**src/rtl/router_pkg.sv**
```systemverilog
// Packet layout and routing helpers shared by the tree router blocks.
package router_pkg;

    localparam int PACK_W   = 20;  // {type[1:0], sender[4:0], receiver[4:0], data[7:0]}
    localparam int ADDR_W   = 5;   // PE address width
    localparam int RECV_LSB = 8;   // receiver field starts at bit 8

    typedef struct packed {
        logic [1:0]        ptype;
        logic [ADDR_W-1:0] sender;
        logic [ADDR_W-1:0] receiver;
        logic [7:0]        data;
    } packet_t;

    // Receiver address of a packet; the routing decision is based on it alone.
    function automatic logic [ADDR_W-1:0] get_recv_addr(input logic [PACK_W-1:0] pkt);
        packet_t p;
        p = packet_t'(pkt);
        return p.receiver;
    endfunction

endpackage

```
**src/rtl/tree_router_fifo.sv**
```systemverilog
// Input buffer: circular FIFO with modulo pointers and a separate occupancy count.
module tree_router_fifo #(
    parameter int DEPTH = 4,
    parameter int WIDTH = 20
) (
    input  logic             clk,
    input  logic             rst_n,
    input  logic             push,
    input  logic             pop,
    input  logic [WIDTH-1:0] din,
    output logic             full,
    output logic             empty,
    output logic [WIDTH-1:0] head
);

    localparam int PW = (DEPTH > 1) ? $clog2(DEPTH) : 1;
    localparam int CW = $clog2(DEPTH + 1);
    localparam logic [PW-1:0] LAST = PW'(DEPTH - 1);

    logic [WIDTH-1:0] mem [DEPTH];
    logic [PW-1:0]    wr_ptr;
    logic [PW-1:0]    rd_ptr;
    logic [CW-1:0]    count;
    logic             do_push;
    logic             do_pop;

    // A push is refused when full even if a pop happens in the same cycle.
    assign do_push = push && !full;
    assign do_pop  = pop && !empty;
    assign full    = (count == CW'(DEPTH));
    assign empty   = (count == '0);
    assign head    = mem[rd_ptr];

    // Pointer and occupancy bookkeeping; push+pop together leaves count unchanged.
    always_ff @(posedge clk or negedge rst_n) begin
        if (!rst_n) begin
            wr_ptr <= '0;
            rd_ptr <= '0;
            count  <= '0;
        end else begin
            if (do_push) wr_ptr <= (wr_ptr == LAST) ? '0 : wr_ptr + PW'(1);
            if (do_pop)  rd_ptr <= (rd_ptr == LAST) ? '0 : rd_ptr + PW'(1);
            case ({do_push, do_pop})
                2'b10:   count <= count + CW'(1);
                2'b01:   count <= count - CW'(1);
                default: count <= count;
            endcase
        end
    end

    // Storage array; contents are meaningless while empty so no reset is needed.
    always_ff @(posedge clk) begin
        if (do_push) mem[wr_ptr] <= din;
    end

endmodule

```
**src/rtl/tree_router_rr.sv**
```systemverilog
// Tree NoC node: buffered parent/child inputs, per-output round-robin arbiters,
// registered outputs, and a saturating counter of dropped (unroutable) packets.
//
// Handshake: a word moves across any port on a rising edge where valid and
// ready are both high; a source holds valid and data stable until that edge,
// and ready never depends combinationally on valid.
module tree_router_rr
    import router_pkg::*;
#(
    parameter int NUM_CH     = 2,
    parameter int WIDTH_PACK = 20,
    parameter int WIDTH_ADD  = 5,
    parameter int DEPTH      = 4,
    parameter int LEFT_MIN   = 1,
    parameter int CHILD_SPAN = 7,
    parameter int IS_ROOT    = 0,
    parameter int CNT_W      = 16
) (
    input  logic                              clk,
    input  logic                              rst_n,
    input  logic [WIDTH_PACK-1:0]             p_in_data,
    input  logic                              p_in_valid,
    output logic                              p_in_ready,
    output logic [WIDTH_PACK-1:0]             p_out_data,
    output logic                              p_out_valid,
    input  logic                              p_out_ready,
    input  logic [NUM_CH-1:0][WIDTH_PACK-1:0] ch_in_data,
    input  logic [NUM_CH-1:0]                 ch_in_valid,
    output logic [NUM_CH-1:0]                 ch_in_ready,
    output logic [NUM_CH-1:0][WIDTH_PACK-1:0] ch_out_data,
    output logic [NUM_CH-1:0]                 ch_out_valid,
    input  logic [NUM_CH-1:0]                 ch_out_ready,
    output logic [CNT_W-1:0]                  drop_cnt
);

    // Port index 0 is the parent, 1..NUM_CH are the children (inputs and outputs alike).
    localparam int NUM_OUT   = NUM_CH + 1;
    localparam int IW        = $clog2(NUM_OUT);
    localparam int DW        = $clog2(NUM_OUT + 1);
    localparam int RIGHT_MAX = LEFT_MIN + NUM_CH * CHILD_SPAN - 1;

    logic [WIDTH_PACK-1:0] in_data  [NUM_OUT];
    logic [NUM_OUT-1:0]    in_push;
    logic [NUM_OUT-1:0]    fifo_full;
    logic [NUM_OUT-1:0]    fifo_empty;
    logic [NUM_OUT-1:0]    fifo_pop;
    logic [WIDTH_PACK-1:0] head     [NUM_OUT];
    logic [IW-1:0]         dest     [NUM_OUT];
    logic [NUM_OUT-1:0]    drop;
    logic [NUM_OUT-1:0]    req      [NUM_OUT];
    logic [NUM_OUT-1:0]    gnt      [NUM_OUT];
    logic [NUM_OUT-1:0]    out_ready;
    logic [NUM_OUT-1:0]    out_valid;
    logic [WIDTH_PACK-1:0] out_data [NUM_OUT];
    logic [DW-1:0]         n_drop;
    logic [CNT_W:0]        cnt_sum;

    // Gather input ports into index-ordered arrays; the root has no parent input.
    always_comb begin
        in_data[0]   = p_in_data;
        in_push[0]   = (IS_ROOT == 0) && p_in_valid && !fifo_full[0];
        out_ready[0] = p_out_ready;
        for (int c = 0; c < NUM_CH; c++) begin
            in_data[c+1]   = ch_in_data[c];
            in_push[c+1]   = ch_in_valid[c] && !fifo_full[c+1];
            out_ready[c+1] = ch_out_ready[c];
        end
    end

    assign p_in_ready = (IS_ROOT == 0) && !fifo_full[0];

    genvar gi;
    generate
        for (gi = 0; gi < NUM_OUT; gi++) begin : g_fifo
            tree_router_fifo #(
                .DEPTH (DEPTH),
                .WIDTH (WIDTH_PACK)
            ) u_fifo (
                .clk   (clk),
                .rst_n (rst_n),
                .push  (in_push[gi]),
                .pop   (fifo_pop[gi]),
                .din   (in_data[gi]),
                .full  (fifo_full[gi]),
                .empty (fifo_empty[gi]),
                .head  (head[gi])
            );
        end
        for (gi = 0; gi < NUM_CH; gi++) begin : g_ch_io
            assign ch_in_ready[gi]  = !fifo_full[gi+1];
            assign ch_out_valid[gi] = out_valid[gi+1];
            assign ch_out_data[gi]  = out_data[gi+1];
        end
    endgenerate

    // Route each FIFO head: covering child if in range, else parent (child inputs
    // of a non-root node) or drop. Each valid head requests exactly one output.
    always_comb begin
        for (int i = 0; i < NUM_OUT; i++) begin
            logic [WIDTH_ADD-1:0] recv;
            int                   r;
            recv    = get_recv_addr(head[i][PACK_W-1:0]);
            r       = int'(recv);
            dest[i] = '0;
            drop[i] = 1'b0;
            if (r >= LEFT_MIN && r <= RIGHT_MAX) begin
                for (int c = 0; c < NUM_CH; c++) begin
                    if (r >= LEFT_MIN + c * CHILD_SPAN && r <= LEFT_MIN + (c + 1) * CHILD_SPAN - 1)
                        dest[i] = IW'(c + 1);
                end
            end else if (i == 0 || IS_ROOT != 0) begin
                drop[i] = 1'b1;
            end
            for (int o = 0; o < NUM_OUT; o++)
                req[o][i] = !fifo_empty[i] && !drop[i] && (dest[i] == IW'(o));
        end
    end

    generate
        for (gi = 0; gi < NUM_OUT; gi++) begin : g_out
            logic [IW-1:0]         ptr;
            logic [IW-1:0]         gidx;
            logic [NUM_OUT-1:0]    g;
            logic                  any;
            logic                  load_ok;
            logic [WIDTH_PACK-1:0] gdat;
            logic                  vld;
            logic [WIDTH_PACK-1:0] dat;

            // Round-robin search starting at ptr; only grant when the register can accept.
            always_comb begin
                int idx;
                g       = '0;
                any     = 1'b0;
                gidx    = ptr;
                gdat    = head[0];
                idx     = 0;
                load_ok = !vld || out_ready[gi];
                for (int k = 0; k < NUM_OUT; k++) begin
                    idx = int'(ptr) + k;
                    if (idx >= NUM_OUT) idx = idx - NUM_OUT;
                    if (!any && load_ok && req[gi][idx]) begin
                        any    = 1'b1;
                        g[idx] = 1'b1;
                        gidx   = IW'(idx);
                        gdat   = head[idx];
                    end
                end
            end

            // Output register and priority pointer; pointer moves past the winner only on a grant.
            always_ff @(posedge clk or negedge rst_n) begin
                if (!rst_n) begin
                    vld <= 1'b0;
                    dat <= '0;
                    ptr <= '0;
                end else if (any) begin
                    vld <= 1'b1;
                    dat <= gdat;
                    ptr <= (gidx == IW'(NUM_OUT - 1)) ? '0 : gidx + IW'(1);
                end else if (out_ready[gi]) begin
                    vld <= 1'b0;
                end
            end

            assign gnt[gi]      = g;
            assign out_valid[gi] = vld;
            assign out_data[gi]  = dat;
        end
    endgenerate

    assign p_out_valid = (IS_ROOT == 0) && out_valid[0];
    assign p_out_data  = out_data[0];

    // Pop a head when its output grants it, or unconditionally when it is unroutable.
    always_comb begin
        n_drop = '0;
        for (int i = 0; i < NUM_OUT; i++) begin
            fifo_pop[i] = !fifo_empty[i] && drop[i];
            if (!fifo_empty[i] && drop[i]) n_drop = n_drop + DW'(1);
            for (int o = 0; o < NUM_OUT; o++)
                if (gnt[o][i]) fifo_pop[i] = 1'b1;
        end
        cnt_sum = {1'b0, drop_cnt} + (CNT_W + 1)'(n_drop);
    end

    // Saturating drop counter.
    always_ff @(posedge clk or negedge rst_n) begin
        if (!rst_n) drop_cnt <= '0;
        else        drop_cnt <= cnt_sum[CNT_W] ? '1 : cnt_sum[CNT_W-1:0];
    end

endmodule
```
**config.mk**
```make
export PLATFORM = sky130hd
export DESIGN_NAME = tree_router_rr
export DESIGN_NICKNAME = d
export VERILOG_FILES = /design/src/rtl/router_pkg.sv /design/src/rtl/tree_router_fifo.sv /design/src/rtl/tree_router_rr.sv
export SDC_FILE = /design/constraint.sdc
export NUM_CORES = 1
export LEC_CHECK = 0
export BUFFER_PORTS_ARGS = -buffer_cell sky130_fd_sc_hd__buf_4
export CORE_UTILIZATION = 36
export CTS_BUF_LIST = sky130_fd_sc_hd__clkbuf_16
export CTS_CLUSTER_SIZE = 14
export DETAILED_ROUTE_END_ITERATION = 8
export REMOVE_ABC_BUFFERS = 1
export SLEW_MARGIN = 20
export SYNTH_ARGS = -nofsm -noshare
export SYNTH_HDL_FRONTEND = slang
export SYNTH_SLANG_ARGS = --single-unit
```
**constraint.sdc**
```tcl
create_clock -name clk -period 10.9 [get_ports clk]
set_input_delay 1.635 -clock clk [delete_from_list [all_inputs] [get_ports clk]]
set_output_delay 1.635 -clock clk [all_outputs]
set_load 0.02 [all_outputs]
```
-- Word level (Yosys, flattened, before mapping)
Memories as Yosys holds them, arrays and structs flattened.
Index checks and enable logic that the tools add are counted.
- register bits: 106
- RAM bits: 240
- input bits: 68
- output and inout bits: 82
- memories kept: 3
- memories (name ; words ; bits a word ; rd ports ; clocked after memory_dff ; wr ports ; line ; RTL):
    g_fifo[0].u_fifo.mem ; 4 ; 20 ; 1 ; 0 ; 1 ; tree_router_fifo.sv:20 ; logic [WIDTH-1:0] mem [DEPTH];
    g_fifo[1].u_fifo.mem ; 4 ; 20 ; 1 ; 0 ; 1 ; tree_router_fifo.sv:20 ;
    g_fifo[2].u_fifo.mem ; 4 ; 20 ; 1 ; 0 ; 1 ; tree_router_fifo.sv:20 ;
- $add $sub $neg: 31
- order comparisons: 48
- eq/ne operators: 24
- mux-type cells: 162
- bitwise operators: 15
- reductions and logical operators: 83
- operators by type and width (operator ; count):
    2-to-1 mux 20 bit ; 27
    binary-select mux 20 bit (select 2 bit) ; 9
    >= comparator 32 x 1 -> 1 bit, second input constant ; 9
    >= comparator 32 x 3 -> 1 bit, second input constant ; 9
    less-than comparator 32 x 4 -> 1 bit, second input constant ; 9
    2-to-1 mux 32 bit ; 9
    inverter 32 bit ; 9
    2-to-1 mux 1 bit ; 62
    logical AND 1 bit ; 53
    2-to-1 mux 2 bit ; 24
    equality test 2 bit, second input constant ; 15
    2-to-1 mux 3 bit ; 9
    subtractor 3 x 2 -> 4 bit, second input constant ; 6
    adder 2 x 1 -> 2 bit, second input constant ; 9
    binary-select mux 1 bit (select 2 bit) ; 9
    demux 1 bit (select 2 bit) ; 9
    >= comparator 3 x 2 -> 1 bit, second input constant ; 6
    bitwise OR 3 bit ; 6
    case mux 3 bit (2 select lines) ; 3
    adder 16 x 1 -> 17 bit ; 1
    2-to-1 mux 16 bit ; 1
    >= comparator 5 x 1 -> 1 bit, second input constant ; 3
    >= comparator 5 x 4 -> 1 bit, second input constant ; 3
    less-or-equal comparator 5 x 3 -> 1 bit, second input constant ; 3
    other kinds (14) ; 60

-- Longest topological paths before layout
Gate-level depths: netlist (run 1).
An unclocked memory read counts as a cell.
- word-level depth: 27
- depth in mapped cells: 17
- gate-level depth less buffers: 15

-- By module
From an unflattened synthesis (run 1), not the netlist that was laid out.
- cell total of the unflattened synthesis: 1606
- area, all modules: 18592.8 sq um
- by module, submodules not included (module ; instances ; cells an instance ; area an instance (sq um) ; sequential area each (sq um)):
    tree_router_fifo ; 3 ; 144 ; 3375.7 ; 2577.5
    tree_router_rr ; 1 ; 1174 ; 8465.6 ; 2127.0

-- Worst setup path before layout (run 1)
Ideal clock, no wire load.
- path kind: register -> register
- start point: reg g_fifo[2].u_fifo.rd_ptr[0]
- end point: reg g_fifo[2].u_fifo.count[2]
- setup time: 0.079 ns
- data arrival time: 3.926 ns
- required time: 10.821 ns
- setup slack: 6.895 ns
- stages on the path, launching flop included: 16
- path buffers: 2
- cell sequence: dfrtp_1 > buf_2 > mux4_2 > or3_1 > buf_2 > a2111o_1 > a211o_1 > a211oi_4 > a221oi_1 > a21oi_2 > ha_1 > inv_1 > fa_1 > xor2_1 > nor2_1 > xor2_1
- word-level cells in the longest chain between the ends: 27
- elaborated cells on any way between the ends: 94
- classes of those cells: order compare (4); eq/ne (4); mux (49); bitwise (6); reduce/logical (30); memory (1)
- RTL lines (what ; line ; RTL):
    start, declared ; tree_router_fifo.sv:22 ; logic [PW-1:0] rd_ptr;
    start signal, assigned ; tree_router_fifo.sv:42 ; if (do_pop) rd_ptr <= (rd_ptr == LAST) ? '0 : rd_ptr + PW'(1);
    memory (4 x 20 bit) (*) ; -- ;
    >= comparator 5 x 1 -> 1 bit or less-or-equal comparator 5 x 3 -> 1 bit (tied branches) ; tree_router_rr.sv:106, tree_router_rr.sv:108 ;
    logical AND 1 bit ; tree_router_rr.sv:108 ; if (r >= LEFT_MIN + c * CHILD_SPAN && r <= LEFT_MIN + (c + 1) * CHILD_SPAN - 1)
    2-to-1 mux 1 bit ; tree_router_rr.sv:108 ;
    2-to-1 mux 2 bit ; tree_router_rr.sv:108 ;
    2-to-1 mux 2 bit (*) ; tree_router_rr.sv:106 ; if (r >= LEFT_MIN && r <= RIGHT_MAX) begin
    logical NOT 2 bit ; tree_router_rr.sv:115 ; req[o][i] = !fifo_empty[i] && !drop[i] && (dest[i] == IW'(o));
    logical AND 1 bit ; tree_router_rr.sv:115 ;
    (+10 left out) ; -- ;
    logical AND 1 bit (2 in series) ; tree_router_rr.sv:142 ; if (!any && load_ok && req[gi][idx]) begin
    2-to-1 mux 3 bit ; tree_router_rr.sv:142 ;
    2-to-1 mux 1 bit (2 in series) ; tree_router_rr.sv:182 ; if (gnt[o][i]) fifo_pop[i] = 1'b1;
    2-to-1 mux 1 bit (*) ; tree_router_rr.sv:182 ;
    logical AND 1 bit (*) ; tree_router_fifo.sv:29 ; assign do_pop = pop && !empty;
    named net g_fifo[2].u_fifo.do_pop ; tree_router_fifo.sv:25 ; logic do_pop;
    equality test 2 x 1 -> 1 bit or equality test 2 bit (tied branches) ; tree_router_fifo.sv:43 ; case ({do_push, do_pop})
    case mux 3 bit (2 select lines) or nonzero test 2 bit (tied branches) ; -- ;
    end signal, assigned ; tree_router_fifo.sv:44 ; 2'b10: count <= count + CW'(1);
    end signal, assigned ; tree_router_fifo.sv:45 ; 2'b01: count <= count - CW'(1);
    end signal, assigned ; tree_router_fifo.sv:46 ; default: count <= count;
    end, declared ; tree_router_fifo.sv:23 ; logic [CW-1:0] count;
Mark *: on every way through the listed nets, which the timed path passes. The rest lies on a longest branch. The select of a mux whose other input is x is not followed.
A chain may end at the register's enable or synchronous reset.

-- Worst setup path in the final report (run 1)
- start point: reg g_fifo[2].u_fifo.rd_ptr[1]
- end point: reg g_fifo[1].u_fifo.count[2]
- word-level cells in the longest chain between the ends: 27
- elaborated cells on any way between the ends: 94
- classes of those cells: order compare (4); eq/ne (4); mux (49); bitwise (6); reduce/logical (30); memory (1)
- RTL lines (what ; line):
    memory (4 x 20 bit) (*) ; --
    >= comparator 5 x 1 -> 1 bit or less-or-equal comparator 5 x 3 -> 1 bit (tied branches) ; tree_router_rr.sv:106, tree_router_rr.sv:108
    logical AND 1 bit ; tree_router_rr.sv:108
    2-to-1 mux 1 bit ; tree_router_rr.sv:108
    2-to-1 mux 2 bit ; tree_router_rr.sv:108
    2-to-1 mux 2 bit (*) ; tree_router_rr.sv:106
    logical NOT 2 bit ; tree_router_rr.sv:115
    logical AND 1 bit ; tree_router_rr.sv:115
    (+10 left out) ; --
    logical AND 1 bit (2 in series) ; tree_router_rr.sv:142
    2-to-1 mux 3 bit ; tree_router_rr.sv:142
    2-to-1 mux 1 bit (2 in series) ; tree_router_rr.sv:182
    2-to-1 mux 1 bit (*) ; tree_router_rr.sv:182
    logical AND 1 bit (*) ; tree_router_fifo.sv:29
    named net g_fifo[1].u_fifo.do_pop ; tree_router_fifo.sv:25
    equality test 2 x 1 -> 1 bit or equality test 2 bit (tied branches) ; tree_router_fifo.sv:43
    case mux 3 bit (2 select lines) or nonzero test 2 bit (tied branches) ; --
    end signal, assigned ; tree_router_fifo.sv:44
    end signal, assigned ; tree_router_fifo.sv:45
    end signal, assigned ; tree_router_fifo.sv:46
    end, declared ; tree_router_fifo.sv:23
Marked as above.

==> results.md, run 1 <==
- Outcome: completed
- Core area: 49250 um2
- Worst slack, placed: 5.628 ns
- Minimum clock period: 5.405 ns
- Post-synth EDFFs: 240
- Vias in the first global route: 13560
- Final setup viols: 0
- Drt wl/cell: 23.46 um
- Leading cell type in the layout, fill and taps excluded: edfxtp_1
- Worst-skew pair later-pin latency: 0.59 ns
- Crit Path Max Fanout: 22
- End of the worst register-to-register path: g_fifo[1].u_fifo.count[2]$_DFFE_PN0P_
- GRT Total Usage: 0.2214
- Area Growth Syn to Fin: 17.77%
- First-pass GRT wire length: 84210 um
- Hold crit path type: reg -> reg
- Total CTS buffers: 41
- Htree depth: 2
- Share of cells above drive strength 1: 0.1963
- Critical path endpoint category: flop
- Post-CTS sizing: 0
- Grt total ovfl: 0
- CTS tree: built
- Vias after detailed routing: 13730
- Max Fclk: 185.0 MHz
- RSZ-0062 raised after global routing: no
- CTS sink cnt: 346
- Final hold slack: 0.4848 ns
- FF-to-FF setup slack: 5.50 ns
- Hold-fix buffers, CTS: 0
- Arr. time, crit path: 5.89 ns
- Post-Synthesis Cells: 1575
- Clock Skew: 0.03075 ns
- Max VDD drop: 0.0001877 V
- Post-synth cell types: 73
- Post-Syn Area: 18070 um2
- Worst reg-to-reg path cell count: 14
- Row cnt: 81
- Placed cells: 2315
- GP Congestion: 0.9669
- Setup bufs post-CTS: 0
- Reg clk slew, reported paths: 0.06 ns
- Initial Utilization: 0.3669
- Fin crit share: 0.4958
- Ports: 150
- Post-Route Setup TNS: 0 ns
- Placement-stage cell area: 19900 um2
- Nature of the critical path startpoint: flop
- Cell family contributing the most delay on the critical path: compound AO/OA/AOI/OAI gates
- Worst EP required: 11.39 ns
- Non-filler cells, final: 2391
- Design area: 21280 um2
- Syn Area/Cell: 11.47 um2
- Sequential area share after synthesis: 0.5456
- Buf+Inv Stages, Crit Path: 2
- Initial antenna violation count: 0
- Dominant synthesized flop cell: edfxtp_1
- Relative slew slack: 0.1280
- Die X: 226.0 um
- Setup CP Type: reg -> reg
- Final Slew Violations: 0
- Ys Warns: 0
- Hold Path Origin: g_out[2].dat[11]$_DFFE_PN0P_
- PD cells: 369.1 nW/um2
- FF-to-FF Start: g_fifo[2].u_fifo.rd_ptr[1]$_DFFE_PN0P_
- #FFs+latches synth: 346
- Die area: 51090 um2
- P_leak: 7.876 nW
- Total of max-cap violations: 0
- IO Port Bufs: 149
- Worst-margin pin slew: 1.308 ns
- Setup ws final: 5.495 ns
- DRC: 0
- Final hold viol count: 0
- Post-DP HPWL: 38890 um
- Die height: 226.0 um
- Initial DRC count: 1261
- First-pass iteration count of the detailed router: 6
- Power Total: 7.855 mW
- Critical path's slowest cell: dfrtp_1
- Most frequent cells in the layout: edfxtp_1 (240), buf_4 (186), a21oi_1 (168)
- CTS Buffer Depth: 3
- Hold EP: g_out[2].dat[11]$_DFFE_PN0P_
- Antenna cell count: 0
- Critical Path, Cell by Cell: mux4_2 > or3_1 > a2111o_1 > a211o_1 > a2111oi_0 > nand4b_1 > o31ai_1 > inv_1 > ha_1 > inv_1 > fa_1 > xor2_1 > nor2_1 > xor2_1
- Nets: 1797
- Root buffer cell: clkbuf_16
- CP max stage delay: 0.97 ns
- Final ANT Viol Nets: 0
- DR vias/cell: 5.742
- Hold path cells: 1
- Largest net degree at the start of global routing: 69
- DRT Wirelength: 56090 um
- Core Util, Final: 0.4321
- Async set-reset flop share out of synthesis: 0.3064
worst max-delay path by stage:
stage	startpoint	end	slack (ns)	cells past startpoint
global placement	g_fifo[2].u_fifo.rd_ptr[1]$_DFFE_PN0P_	g_fifo[1].u_fifo.count[2]$_DFFE_PN0P_	5.65	14
CTS	g_fifo[2].u_fifo.rd_ptr[1]$_DFFE_PN0P_	g_fifo[1].u_fifo.count[2]$_DFFE_PN0P_	5.57	14
finish	g_fifo[2].u_fifo.rd_ptr[1]$_DFFE_PN0P_	g_fifo[1].u_fifo.count[2]$_DFFE_PN0P_	5.50	14
global route	g_fifo[2].u_fifo.rd_ptr[1]$_DFFE_PN0P_	g_fifo[1].u_fifo.count[2]$_DFFE_PN0P_	5.16	14
detailed placement	g_fifo[2].u_fifo.rd_ptr[1]$_DFFE_PN0P_	g_fifo[1].u_fifo.count[2]$_DFFE_PN0P_	5.63	14
floorplan	g_fifo[2].u_fifo.rd_ptr[0]$_DFFE_PN0P_	g_fifo[2].u_fifo.count[2]$_DFFE_PN0P_	5.29	13
where the power goes:
group,internal [mW],switching [mW]
logic,1.61,2.82
registers,1.80,0.222
clock network,0.812,0.591
layout make-up:
type,instances,area [um2]
sequential,346,9859
inverter,35,131.4
clock buffer,42,1051
fill,4601,27970
timing repair buffer,188,1426
tap,664,830.8
clock inverter,34,329.1
multi-input combinational,1082,7654
Yosys cell counts, types with 28 or more instances:
library cell	count	area, um2
ha_1	32	400.4
nor2b_1	43	269.0
inv_1	34	127.6
edfxtp_1	240	7207
nand2_1	149	559.3
dfrtp_1	106	2653
mux2i_1	38	380.4
nor2_1	95	356.6
o21ai_0	97	485.5
mux4_2	53	1194
o22ai_1	31	193.9
clkbuf_1	82	307.8
a22oi_1	32	240.2
o211ai_1	28	210.2
a21oi_1	168	840.8
worst register-to-register path: stages (launching register included):
cell	delay [ns]
dfrtp_1	0.97
mux4_2	0.60
or3_1	0.58
a2111o_1	0.42
a211o_1	0.35
a2111oi_0	0.89
nand4b_1	0.21
o31ai_1	0.15
inv_1	0.09
ha_1	0.17
inv_1	0.06
fa_1	0.37
xor2_1	0.15
nor2_1	0.12
xor2_1	0.16
routing by layer:
metal,wire [um],global-route usage,vias up
met1,23850,0.2923,6802
met3,3918,0.05256,133
met4,2164,0.09394,0
li1,-,-,6267
met5,0,0,-
met2,26170,0.3478,528
sequential cells by signal, indices dropped and copies added, names as in the netlist:
register,flops
g_out.dat,40
g_fifo.u_fifo.mem,240
g_fifo.u_fifo.rd_ptr,6
p_out_valid,1
g_out.vld,2
g_fifo.u_fifo.count,9
g_out.ptr,6
drop_cnt,16
p_out_data,20
g_fifo.u_fifo.wr_ptr,6
logic make-up (layout without fill, tap and decap cells):
family	after synthesis	in the layout	synth area share
buf+inv	147	299	0.03192
xor+xnor	19	19	0.009209
flops	346	346	0.5456
simple gates	423	423	0.1122
fa+ha+maj	36	36	0.02604
mux	108	108	0.09770
compound gates	496	496	0.1773
(Power assumes the default switching activity.)
==> run 2, diff against run 1 <==
==> constraint.sdc (replaced) <==
create_clock -name clk -period 4.5 [get_ports clk]
set_input_delay 0.675 -clock clk [delete_from_list [all_inputs] [get_ports clk]]
set_output_delay 0.675 -clock clk [all_outputs]
set_load 0.02 [all_outputs]
==> run 2 against run 1 <==
Effect of this change:
- power increased by 140%
- design area is 0.48% higher
- fmax grew 25%
- cell count is 0.79% higher
- via count rose by 1.3%
- sequential cell count stayed put
- highest routed layer unchanged
- combinational power increased by 150%
- utilization grew 0.21 points
- critical endpoint unchanged
- sequential power up 140%
- setup slack worse by 5.3 ns
==> results.md, run 2 (synthesized netlist as in run 1, its figures left out) <==
- Grt total ovfl: 0 (unchanged)
- Most flop-heavy register: g_fifo.u_fifo.mem (unchanged)
- Placement-stage cell area: 20070 um2 (was 19900 um2)
- Hold crit path type: in -> async (was reg -> reg)
- P_leak: 7.964 nW (was 7.876 nW)
- Buf+Inv Stages, Crit Path: 3 (was 2)
- Drt wl/cell: 22.58 um (was 23.46 um)
- Cell family contributing the most delay on the critical path: compound AO/OA/AOI/OAI gates (unchanged)
- Final ANT Viol Nets: 0 (unchanged)
- Outcome: completed (unchanged)
- Nets: 1822 (was 1797)
- Sw frac: 0.4529 (was 0.4630)
- Worst-skew pair later-pin latency: 0.56 ns (was 0.59 ns)
- Largest net degree at the start of global routing: 50 (was 69)
- GP Congestion: 1.006 (was 0.9669)
- Max Fclk: 230.7 MHz (was 185.0 MHz)
- Power Total: 19.01 mW (was 7.855 mW)
- Worst EP required: 4.98 ns (was 11.39 ns)
- GRT Total Usage: 0.2144 (was 0.2214)
- Nature of the critical path startpoint: flop (unchanged)
- Final hold viol count: 0 (unchanged)
- Stages on the worst setup path: 15 (was 14)
- Design area: 21380 um2 (was 21280 um2)
- DRC: 0 (unchanged)
- Ports: 150 (unchanged)
- Fin crit share: 0.9631 (was 0.4958)
- Sw power: 8.609 mW (was 3.637 mW)
- DR vias/cell: 5.770 (was 5.742)
- IO Port Bufs: 149 (unchanged)
- Initial DRC count: 1349 (was 1261)
- Total CTS buffers: 39 (was 41)
- Max FFs per register: 240 (unchanged)
- First-pass GRT wire length: 82080 um (was 84210 um)
- Setup ws final: 0.1661 ns (was 5.495 ns)
- Cell internal pwr: 10.40 mW (was 4.218 mW)
- Critical Path, Cell by Cell: mux4_2 > or3_1 > a2111o_1 > a211o_1 > a2111oi_0 > buf_4 > nand4b_1 > o31ai_1 > inv_1 > ha_1 > inv_1 > fa_1 > xor2_1 > nor2_1 > xor2_1 (was mux4_2 > or3_1 > a2111o_1 > a211o_1 > a2111oi_0 > nand4b_1 > o31ai_1 > inv_1 > ha_1 > inv_1 > fa_1 > xor2_1 > nor2_1 > xor2_1)
- PD cells: 888.9 nW/um2 (was 369.1 nW/um2)
- Hold-fix buffers, CTS: 0 (unchanged)
- Non-filler cells, final: 2410 (was 2391)
- Initial antenna violation count: 0 (unchanged)
- Row cnt: 81 (unchanged)
- Critical path endpoint category: flop (unchanged)
- Area Growth Syn to Fin: 18.34% (was 17.77%)
- Max VDD drop: 0.0004043 V (was 0.0001877 V)
- Post-DP HPWL: 38790 um (was 38890 um)
- Final setup viols: 0 (unchanged)
- Critical path's slowest cell: mux4_2 (was dfrtp_1)
- CP max stage delay: 0.53 ns (was 0.97 ns)
- Vias after detailed routing: 13910 (was 13730)
- Initial Utilization: 0.3669 (unchanged)
- Post-Route Setup TNS: 0 ns (unchanged)
- First-pass iteration count of the detailed router: 5 (was 6)
- Arr. time, crit path: 4.82 ns (was 5.89 ns)
- Final Slew Violations: 0 (unchanged)
- Setup CP Type: reg -> reg (unchanged)
- Most frequent cells in the layout: edfxtp_1 (240), buf_4 (213), a21oi_1 (168) (was edfxtp_1 (240), buf_4 (186), a21oi_1 (168))
- Placed cells: 2341 (was 2315)
- Crit Path Max Fanout: 7 (was 22)
- RSZ-0062 raised after global routing: no (unchanged)
- Vias in the first global route: 13410 (was 13560)
- CTS tree: built (unchanged)
- Htree depth: 2 (unchanged)
- Sequential power share: 0.258 (was 0.257)
- Clock Skew: 0.01980 ns (was 0.03075 ns)
- Die area: 51090 um2 (unchanged)
- Leading cell type in the layout, fill and taps excluded: edfxtp_1 (unchanged)
- Die X: 226.0 um (unchanged)
- Root buffer cell: clkbuf_16 (unchanged)
- Worst slack, placed: 0.09291 ns (was 5.628 ns)
- DRT Wirelength: 54410 um (was 56090 um)
- Worst reg-to-reg path cell count: 15 (was 14)
- Minimum clock period: 4.334 ns (was 5.405 ns)
- Die height: 226.0 um (unchanged)
- Relative slew slack: 0.2703 (was 0.1280)
- Reg clk slew, reported paths: 0.06 ns (about the same)
- Clock Power Share: 0.170 (was 0.179)
- CTS Buffer Depth: 3 (unchanged)
- Logic pwr share: 0.572 (was 0.564)
- Share of cells above drive strength 1: 0.2056 (was 0.1963)
- Core area: 49250 um2 (unchanged)
- Worst-margin pin slew: 1.095 ns (was 1.308 ns)
- CTS sink cnt: 346 (unchanged)
- Total of max-cap violations: 0 (unchanged)
- Antenna cell count: 0 (unchanged)
run 2: cell count changes in the layout (fill, tap and decap cells not counted), sizes merged:
| cell | before | now |
|---|---|---|
| inv | 45 | 43 |
| bufinv | 4 | 6 |
| buf | 188 | 215 |
| clkinv | 19 | 12 |
| clkbuf | 42 | 39 |
| clkinvlp | 1 | 3 |
run 2: power groups by stage:
stage / registers [mW] / clock network (mW) / logic, mW
floorplan: 5.24 / 0 / 6.56
global placement: 4.94 / 0 / 10.5
detailed placement: 4.97 / 0 / 10.7
CTS: 4.91 / 3.30 / 10.7
global route: 4.99 / 3.42 / 11.8
finish: 4.90 / 3.23 / 10.9
run 2: layer usage:
layer	routed length, um	up-vias	GRT usage
met1	23330	6940	0.2925
li1	-	6310	-
met5	0	-	0
met4	1955	0	0.08457
met2	25600	543	0.3420
met3	3534	112	0.03344
run 2: worst paths after layout:
| kind | end | slack, ns | startpoint |
|---|---|---|---|
| setup / recovery | g_fifo[1].u_fifo.count[2]$_DFFE_PN0P_ | 0.17 | g_fifo[2].u_fifo.rd_ptr[0]$_DFFE_PN0P_ |
| hold reg to reg | g_fifo[0].u_fifo.count[2]$_DFFE_PN0P_ | 0.49 | g_fifo[0].u_fifo.count[2]$_DFFE_PN0P_ |
| min in group clk | g_fifo[1].u_fifo.mem[2][18]$_DFFE_PP_ | 0.31 | ch_in_data[18] |
| hold / removal | drop_cnt[11]$_DFF_PN0_ | 0.16 | rst_n |
| setup reg to reg | g_fifo[1].u_fifo.count[2]$_DFFE_PN0P_ | 0.17 | g_fifo[2].u_fifo.rd_ptr[0]$_DFFE_PN0P_ |
| max in group asynchronous | g_fifo[2].u_fifo.rd_ptr[0]$_DFFE_PN0P_ | 3.40 | rst_n |
run 2: worst reg2reg max path: stages (launching register included):
cell       delay (ns)
dfrtp_2          0.46
mux4_2           0.54
or3_1            0.48
a2111o_1         0.40
a211o_1          0.34
a2111oi_0        0.49
buf_4            0.18
nand4b_1         0.12
o31ai_1          0.15
inv_1            0.10
ha_1             0.17
inv_1            0.06
fa_1             0.37
xor2_1           0.15
nor2_1           0.12
xor2_1           0.14
run 2: per-stage QoR:
| stage | hold WS (ns) | utilization |
|---|---|---|
| floorplan | 0.3794 | - |
| global placement | 0.4648 | 0.4075 |
| detailed placement | 0.4765 | 0.4075 |
| CTS | 0.1581 | 0.4335 |
| global route | 0.2020 | 0.4342 |
| finish | 0.1577 | 0.4342 |
run 2: what timing repair did:
item,in CTS,in global routing
endpoints found under the setup margin,0,4
buffers inserted,0,1
gates resized for setup,0,5
run 2: cell type report:
cell class	instances	area [um2]
multi-input cells	1082	7656
clock inverters	29	306.5
fillers	4673	27870
inverters	35	131.4
clock buffers	39	975.9
repair buffers	215	1622
well taps	664	830.8
flip-flops and latches	346	9862
